## src/rtl/sp_ram_multimode.sv

```systemverilog
// sp_ram_multimode: single-port sync RAM, byte enables, MODE-selected
// write-port DO behaviour (0 no-change, 1 read-first, 2 write-first),
// post-reset zero-clear sequencer driving busy.
// Ports: CLK, RST_N (async, active-low), en, we, be, address, DI,
// DO (registered), dv (one-cycle valid strobe), busy (clear running).
// Option: define SP_RAM_OUTREG_EN for an extra DO/dv register stage.
module sp_ram_multimode #(
  parameter  int DATA_W = 16,
  parameter  int ADDR_W = 6,
  parameter  int MODE   = 0,
  localparam int BE_W   = DATA_W / 8
) (
  input  logic              CLK,
  input  logic              RST_N,
  input  logic              en,
  input  logic              we,
  input  logic [BE_W-1:0]   be,
  input  logic [ADDR_W-1:0] address,
  input  logic [DATA_W-1:0] DI,
  output logic [DATA_W-1:0] DO,
  output logic              dv,
  output logic              busy
);

  localparam int DEPTH = 1 << ADDR_W;

  if (MODE < 0 || MODE > 2) begin : g_bad_mode
    $error("sp_ram_multimode: MODE must be 0, 1 or 2");
  end

  if (DATA_W % 8 != 0) begin : g_bad_width
    $error("sp_ram_multimode: DATA_W must be a multiple of 8");
  end

  typedef enum logic {
    S_CLEAR,
    S_IDLE
  } state_t;

  state_t              state;
  logic [ADDR_W-1:0]   clr_addr;
  logic [DATA_W-1:0]   mem [DEPTH];
  logic [DATA_W-1:0]   rd_old;
  logic [DATA_W-1:0]   merged;
  logic [DATA_W-1:0]   do_q;
  logic                dv_q;
  logic                acc;

  // busy is its own flop so it falls on the edge of the last clear write
  always_ff @(posedge CLK or negedge RST_N) begin
    if (!RST_N) begin
      state    <= S_CLEAR;
      clr_addr <= '0;
      busy     <= 1'b1;
    end else begin
      unique case (state)
        S_CLEAR: begin
          clr_addr <= clr_addr + 1'b1;
          if (clr_addr == {ADDR_W{1'b1}}) begin
            state <= S_IDLE;
            busy  <= 1'b0;
          end
        end
        S_IDLE: begin
          state <= S_IDLE;
        end
        default: begin
          state <= S_CLEAR;
        end
      endcase
    end
  end

  assign acc    = en && !busy;
  assign rd_old = mem[address];

  // word as it will look after this write: new bytes where be is set
  always_comb begin
    merged = rd_old;
    for (int i = 0; i < BE_W; i++) begin
      if (be[i]) merged[8*i +: 8] = DI[8*i +: 8];
    end
  end

  // storage has no reset; the clear sequence zeroes it instead
  always_ff @(posedge CLK) begin
    if (busy) begin
      mem[clr_addr] <= '0;
    end else if (en && we) begin
      for (int i = 0; i < BE_W; i++) begin
        if (be[i]) mem[address][8*i +: 8] <= DI[8*i +: 8];
      end
    end
  end

  always_ff @(posedge CLK or negedge RST_N) begin
    if (!RST_N) begin
      do_q <= '0;
      dv_q <= 1'b0;
    end else begin
      dv_q <= 1'b0;
      if (acc) begin
        unique case (1'b1)
          !we: begin
            do_q <= rd_old;
            dv_q <= 1'b1;
          end
          we && MODE == 1: begin
            do_q <= rd_old;
            dv_q <= 1'b1;
          end
          we && MODE == 2: begin
            do_q <= merged;
            dv_q <= 1'b1;
          end
          default: begin
            do_q <= do_q;
          end
        endcase
      end
    end
  end

`ifdef SP_RAM_OUTREG_EN
  logic [DATA_W-1:0] do_p;
  logic              dv_p;

  always_ff @(posedge CLK or negedge RST_N) begin
    if (!RST_N) begin
      do_p <= '0;
      dv_p <= 1'b0;
    end else begin
      do_p <= do_q;
      dv_p <= dv_q;
    end
  end

  assign DO = do_p;
  assign dv = dv_p;
`else
  assign DO = do_q;
  assign dv = dv_q;
`endif

endmodule

```

## config.mk

```make
export PLATFORM = sky130hd
export DESIGN_NAME = sp_ram_multimode
export DESIGN_NICKNAME = d
export VERILOG_FILES = /design/src/rtl/sp_ram_multimode.sv
export SDC_FILE = /design/constraint.sdc
export NUM_CORES = 1
export LEC_CHECK = 0
export ABC_AREA = 0
export CAP_MARGIN = 30
export CORE_MARGIN = 1.5
export CORE_UTILIZATION = 40
export CTS_BUF_LIST = sky130_fd_sc_hd__clkbuf_4 sky130_fd_sc_hd__clkbuf_8
export DETAILED_ROUTE_END_ITERATION = 16
export PLACE_DENSITY = 0.52
export RECOVER_POWER = 100
export SYNTH_ARGS = -nofsm -noshare
export SYNTH_HDL_FRONTEND = slang
export SYNTH_SLANG_ARGS = --single-unit
```

## constraint.sdc

```tcl
create_clock -name CLK -period 5.7 [get_ports CLK]
set_clock_uncertainty 0.05 [all_clocks]
set_input_delay 1.14 -clock CLK [delete_from_list [all_inputs] [get_ports CLK]]
set_output_delay 1.14 -clock CLK [all_outputs]
set_load 0.01 [all_outputs]
```

==> results.txt, run 1 <==
Largest delay share family, worst path = buffers and inverters
Tmin final = 4.71 ns
setup slack after layout = 0.995 ns
Setup Buffers After CTS = 0
Initial Utilization = 40.3%
drt pass-1 iters = 5
vias in the first global route = 21321
slowest CP cell = and2_1
final setup vio count = 0
worst hold path class = reg -> reg
WL per Instance = 27.3 µm
crit-path cells = dlygate4sd3_1 > o211ai_1 > nor2_1 > clkbuf_1 > clkbuf_1 > and2_1 > buf_12
VDD IR-drop max = 0.209 mV
ys flop type = edfxtp_1
Mapped Nets = 2121
failing checks = capacitance limit, slew limit
Vias = 20521
WP depth = 7
Avg Synthesized Cell Area = 19.6 µm²
Yosys Warn Count = 0
Post-synth EDFFs = 1024
slack of the worst reg-to-reg path = 1.61 ns
library cells used by synthesis = 40
pins over their slew limit = 188
Rows = 117
share of cells above drive strength 1 = 21.6%
Seq/Total Area, Yosys = 76.3%
CP Capture Point = mem[10][7]
final wirelength = 103000 µm
post-synthesis async set-or-reset flop share = 2.38%
ANT nets after route = 0
Die H = 324 µm
Worst Path Max Fanout = 33
maximum clock path buffer count = 3
DRC = 0
GR Util All Layers = 19.9%
initial antenna violation count = 10
CTS tree = built
I/O pins = 46
largest net degree at the start of global routing = 82
Core Region = 102000 µm²
total gr overflow = 0
worst setup path startpoint = en
Startpoint Class = input port
Worst Tran Pin Value = 2.25 ns
placer congestion estimate = 0.798
Die ar. = 105000 µm²
fmax = 213 MHz
Pwr Density = 337 nW/µm²
CP arrival = 5.31 ns
max-cap viol count = 4
max_slew headroom = -49.8%
clk root buf = clkbuf_8
reg2reg end = mem[10][7]
final core utilization = 45.8%
FF-to-FF Start = busy
cts bufs inserted = 170
clock sink total = 1049
Syn Inst Count = 2092
Req. time, crit path = 6.30 ns
CTS clock-pin slew for the worst setup and hold paths = 0.06 ns
RSZ-0062 raised after global routing = no
WP buf/inv = 4
Seq cells post-synth = 1049
run status = finished, violations left
final count of hold timing violations = 0
initial drt markers = 1826
hpwl dp = 64100 µm
Layout area overhead = 13.4%
fin crit share = 82.5%
post-DR vias/cell = 5.46
nets = 2280
Crit Path Class = in -> reg
I/O Buffers = 45
P_leak = 15.2 nW
Syn Std Cell Area = 41100 µm²
setup TNS = 0 ns
max incr delay on CP = 1.34 ns
cell mode on critical path = clkbuf_1
post-cts sizing count = 0
first-pass GRT wire length = 148000 µm
# H-tree levels = 4
insertion delay to the later sink of the worst-skew pair = 0.85 ns
Die Width = 324 µm
CTS Hold Bufs = 0
R2R cell count = 5
critical path endpoint category = flop
Post-Place Setup Slack = 0.873 ns
## final cells by class
class	count	area (µm²)
Tap cell	1368	1710
Timing Repair Buffer	128	1060
Fill cell	8820	55300
Antenna cell	5	12.5
Multi-Input combinational cell	896	9090
Clock inverter	76	510
Inverter	6	22.5
Clock buffer	231	2830
Sequential cell	1049	31400
## per-layer routing
layer / wire, µm / share of wire [%] / vias up / global-route usage [%]
li1: - / - / 8920 / -
met1: 44000 / 43 / 10787 / 26.9
met2: 50000 / 49 / 655 / 32.2
met3: 6260 / 6.1 / 155 / 4.45
met4: 2290 / 2.2 / 4 / 6.13
met5: 24 / 0.023 / - / 0
## sequential cells by signal, indices dropped and copies added, names as in the netlist
register	cells
DO	16
busy	1
state	1
mem	1024
dv	1
clr_addr	6
## synthesized netlist by cell type (all sizes together) (3+ instances only)
library cell | number | area share (%)
edfxtp | 1024 | 75
mux2i | 225 | 5.5
mux4 | 160 | 8.8
nor2 | 136 | 1.2
a22oi | 80 | 1.5
clkbuf | 79 | 0.72
buf | 62 | 0.86
a211oi | 32 | 0.58
dfrtp | 24 | 1.5
a31oi | 22 | 0.33
nand3 | 20 | 0.24
nor2b | 20 | 0.30
and2 | 17 | 0.26
mux2 | 17 | 0.47
o211ai | 17 | 0.31
o21ai | 17 | 0.21
a2111oi | 16 | 0.34
a221o | 16 | 0.39
a22o | 16 | 0.34
nand2b | 16 | 0.24
o22ai | 16 | 0.24
or2 | 16 | 0.24
nand2 | 12 | 0.11
inv | 6 | 0.055
nor3b | 6 | 0.11
xnor2 | 4 | 0.085
a21oi | 3 | 0.037
## logic make-up (layout without fill, tap and decap cells)
family | count (synthesis) | count (layout) | share of synthesized area [%]
buffers and inverters | 147 | 441 | 1.63
xor gates and xnor gates | 5 | 5 | 0.107
and+or+nand+nor | 247 | 247 | 2.81
muxes | 402 | 402 | 14.7
other | 0 | 5 | 0
DFF | 1049 | 1049 | 76.3
AOI/OAI and AO/OA | 241 | 241 | 4.37
adders and majority gates | 1 | 1 | 0.0304
## per-stage QoR
step | std cells | power (mW) | hold slack, ns | cell area [µm²]
after global placement | 3443 | 9.44 | 0.513 | 43400
after CTS | 3753 | 15.9 | 0.524 | 46800
final | 3759 | 15.7 | 0.517 | 46600
after global routing | 3757 | 16.2 | 0.546 | 46600
after detailed placement | 3446 | 9.45 | 0.511 | 43400
after floorplan | 2092 | 9.09 | 0.447 | 41100
## placed cells by master, fill, tap and decap left out, types with 3 or more instances in the layout
master,instances
o21ai_0,17
nand3_1,20
inv_6,8
dlygate4sd3_1,20
edfxtp_1,1024
a31oi_1,22
o211ai_1,17
a21oi_1,3
clkbuf_8,175
clkdlybuf4s50_1,22
bufinv_16,5
a2111oi_0,16
a22o_1,16
a22oi_1,80
diode_2,5
clkbuf_2,4
buf_12,10
nor3b_1,6
nand2b_1,16
and2_2,15
nor2b_1,17
dfrtp_1,24
a211oi_1,32
or2_2,5
or2_0,11
clkbuf_1,38
clkinvlp_4,3
o22ai_1,16
clkinv_2,18
inv_1,5
clkinv_1,40
xnor2_1,4
buf_4,28
mux4_2,160
mux2i_1,225
a221o_1,16
mux2_2,17
nand2_1,12
nor2_1,135
clkbuf_4,56
## worst min-delay path by stage
stage / startpoint / to / slack [ns] / depth (start not counted)
2_1_floorplan: clr_addr[4] / clr_addr[4] / 0.45 / 1
3_3_place_gp: state / clr_addr[0] / 0.51 / 1
3_5_place_dp: DO[8] / DO[8] / 0.51 / 1
4_1_cts: DO[8] / DO[8] / 0.52 / 1
5_1_grt: DO[8] / DO[8] / 0.55 / 1
6_report: DO[8] / DO[8] / 0.52 / 1
## power by group
| group | internal (mW) | switching (mW) | leakage, nW | total [mW] |
|---|---|---|---|---|
| clock network | 3.46 | 2.96 | 1.77 | 6.42 |
| logic | 0.300 | 0.480 | 3.67 | 0.780 |
| registers | 8.45 | 0.0351 | 9.74 | 8.49 |
Note: power is estimated with default switching activity, not from simulation.
==> run 2: changes to the inputs <==
Clock period 5.7 ns to 4.53 ns, I/O delays scaled along.
==> results.txt, run 2 (synthesis gave the netlist of run 1 again) <==
most frequent cells in the layout = edfxtp_1, mux2i_1, clkbuf_8
DRC = 0
placer congestion estimate = 0.817
Setup Buffers After CTS = 0
final setup vio count = 0
Switching Fraction = 22.0%
Largest register FFs = 1024
nets = 2384
Logic pwr share = 5.0%
vias in the first global route = 21918
Tmin final = 3.91 ns
clk root buf = clkbuf_8
R2R cell count = 8
VDD IR-drop max = 0.252 mV
WL per Instance = 26.5 µm
final wirelength = 102000 µm
hpwl dp = 64600 µm
largest net degree at the start of global routing = 90
# H-tree levels = 4
P_leak = 15.4 nW
drt pass-1 iters = 5
Req. time, crit path = 4.83 ns
max-cap viol count = 10
CTS Hold Bufs = 0
initial drt markers = 1799
failing checks = capacitance limit, slew limit
maximum clock path buffer count = 3
pins over their slew limit = 528
fin crit share = 86.2%
most common cell after layout, fill and taps aside = edfxtp_1
post-cts sizing count = 0
first-pass GRT wire length = 149000 µm
setup TNS = 0 ns
total gr overflow = 0
Die ar. = 105000 µm²
net load switching power = 4.33 mW
Worst Path Max Fanout = 64
RSZ-0062 raised after global routing = no
Startpoint Class = input port
GR Util All Layers = 19.9%
I/O pins = 46
reg2reg end = mem[26][5]
Die Width = 324 µm
Die H = 324 µm
Vias = 21025
Initial Utilization = 40.3%
max_slew headroom = -37.7%
hold depth = 1
share of cells above drive strength 1 = 21.5%
fmax = 256 MHz
Hold Worst Slack = 0.516 ns
CTS tree = built
WHS Endpoint = DO[3]
post-DR vias/cell = 5.43
initial antenna violation count = 10
Overall Power = 19.7 mW
FF-to-FF Start = busy
CTS clock-pin slew for the worst setup and hold paths = 0.06 ns
final count of hold timing violations = 0
run status = finished, violations left
Reg with most FFs = mem
insertion delay to the later sink of the worst-skew pair = 0.84 ns
clock sink total = 1049
Layout area overhead = 14.6%
ANT nets after route = 0
worst hold path class = reg -> reg
CP arrival = 4.21 ns
internal power = 15.4 mW
clock network fraction of design power = 40.7%
Crit Path Class = in -> reg
slack of the worst reg-to-reg path = 0.81 ns
Core Region = 102000 µm²
Pwr Density = 418 nW/µm²
Worst Tran Pin Value = 2.07 ns
Rows = 117
cts bufs inserted = 172
Hold Path Origin = DO[3]
power share of the sequential group = 54.3%
I/O Buffers = 45
critical path endpoint category = flop
## run 2: changes by cell type in the layout (fill, tap and decap cells not counted), sizes merged
cell	before	now
clkbuf	274	381
buf	43	53
bufinv	5	2
clkinv	59	57
inv	15	13
clkinvlp	3	4
diode	5	4
## run 2: worst max-delay path, cell delays in order
cell and delay [ns]:
dlygate4sd3_1 0.59, o211ai_1 0.22, clkbuf_4 0.21, nor2_1 0.19, buf_4 0.29, buf_4 0.25
and2_2 0.16, clkbuf_2 1.26
## run 2: routing by layer
layer,track usage [%],up-vias,part of all wire [%]
met2,31.9,651,48
li1,-,9139,-
met4,5.88,8,2.1
met1,27.6,11075,44
met3,3.88,152,5.9
met5,0,-,0.053
## run 2: area by class of cell
class | count | area [µm²]
Tap cell | 1368 | 1710
Multi-Input combinational cell | 896 | 9080
Inverter | 6 | 22.5
Antenna cell | 4 | 10.0
Clock buffer | 246 | 2970
Clock inverter | 70 | 390
Sequential cell | 1049 | 31400
Fill cell | 8824 | 54800
Timing Repair Buffer | 230 | 1520
## run 2: worst max-delay path by stage
stage	from	to	slack, ns	cells past startpoint
6_report	en	mem[34][6]	0.62	8
5_1_grt	en	mem[46][0]	0.51	7
4_1_cts	be[0]	mem[26][14]	1.14	10
3_5_place_dp	be[0]	mem[26][13]	0.24	10
3_3_place_gp	be[0]	mem[58][13]	0.26	10
2_1_floorplan	be[0]	mem[0][10]	1.41	5
## run 2: stage by stage
step	std cells	worst slack (ns)	util, %	cell area (µm²)
6_report	3869	0.623	46.2	47100
5_1_grt	3868	0.510	46.2	47100
2_1_floorplan	2092	1.41	-	41100
4_1_cts	3865	1.14	46.8	47700
3_5_place_dp	3549	0.240	43.5	44300
3_3_place_gp	3549	0.259	43.5	44300
## run 2: power by group through the flow
stage	clock, mW	combinational (mW)	sequential [mW]
6_report	8.02	0.983	10.7
5_1_grt	8.65	1.04	10.7
4_1_cts	8.23	1.02	10.7
3_5_place_dp	0	1.02	10.9
3_3_place_gp	0	1.01	10.9
2_1_floorplan	0	0.576	10.9
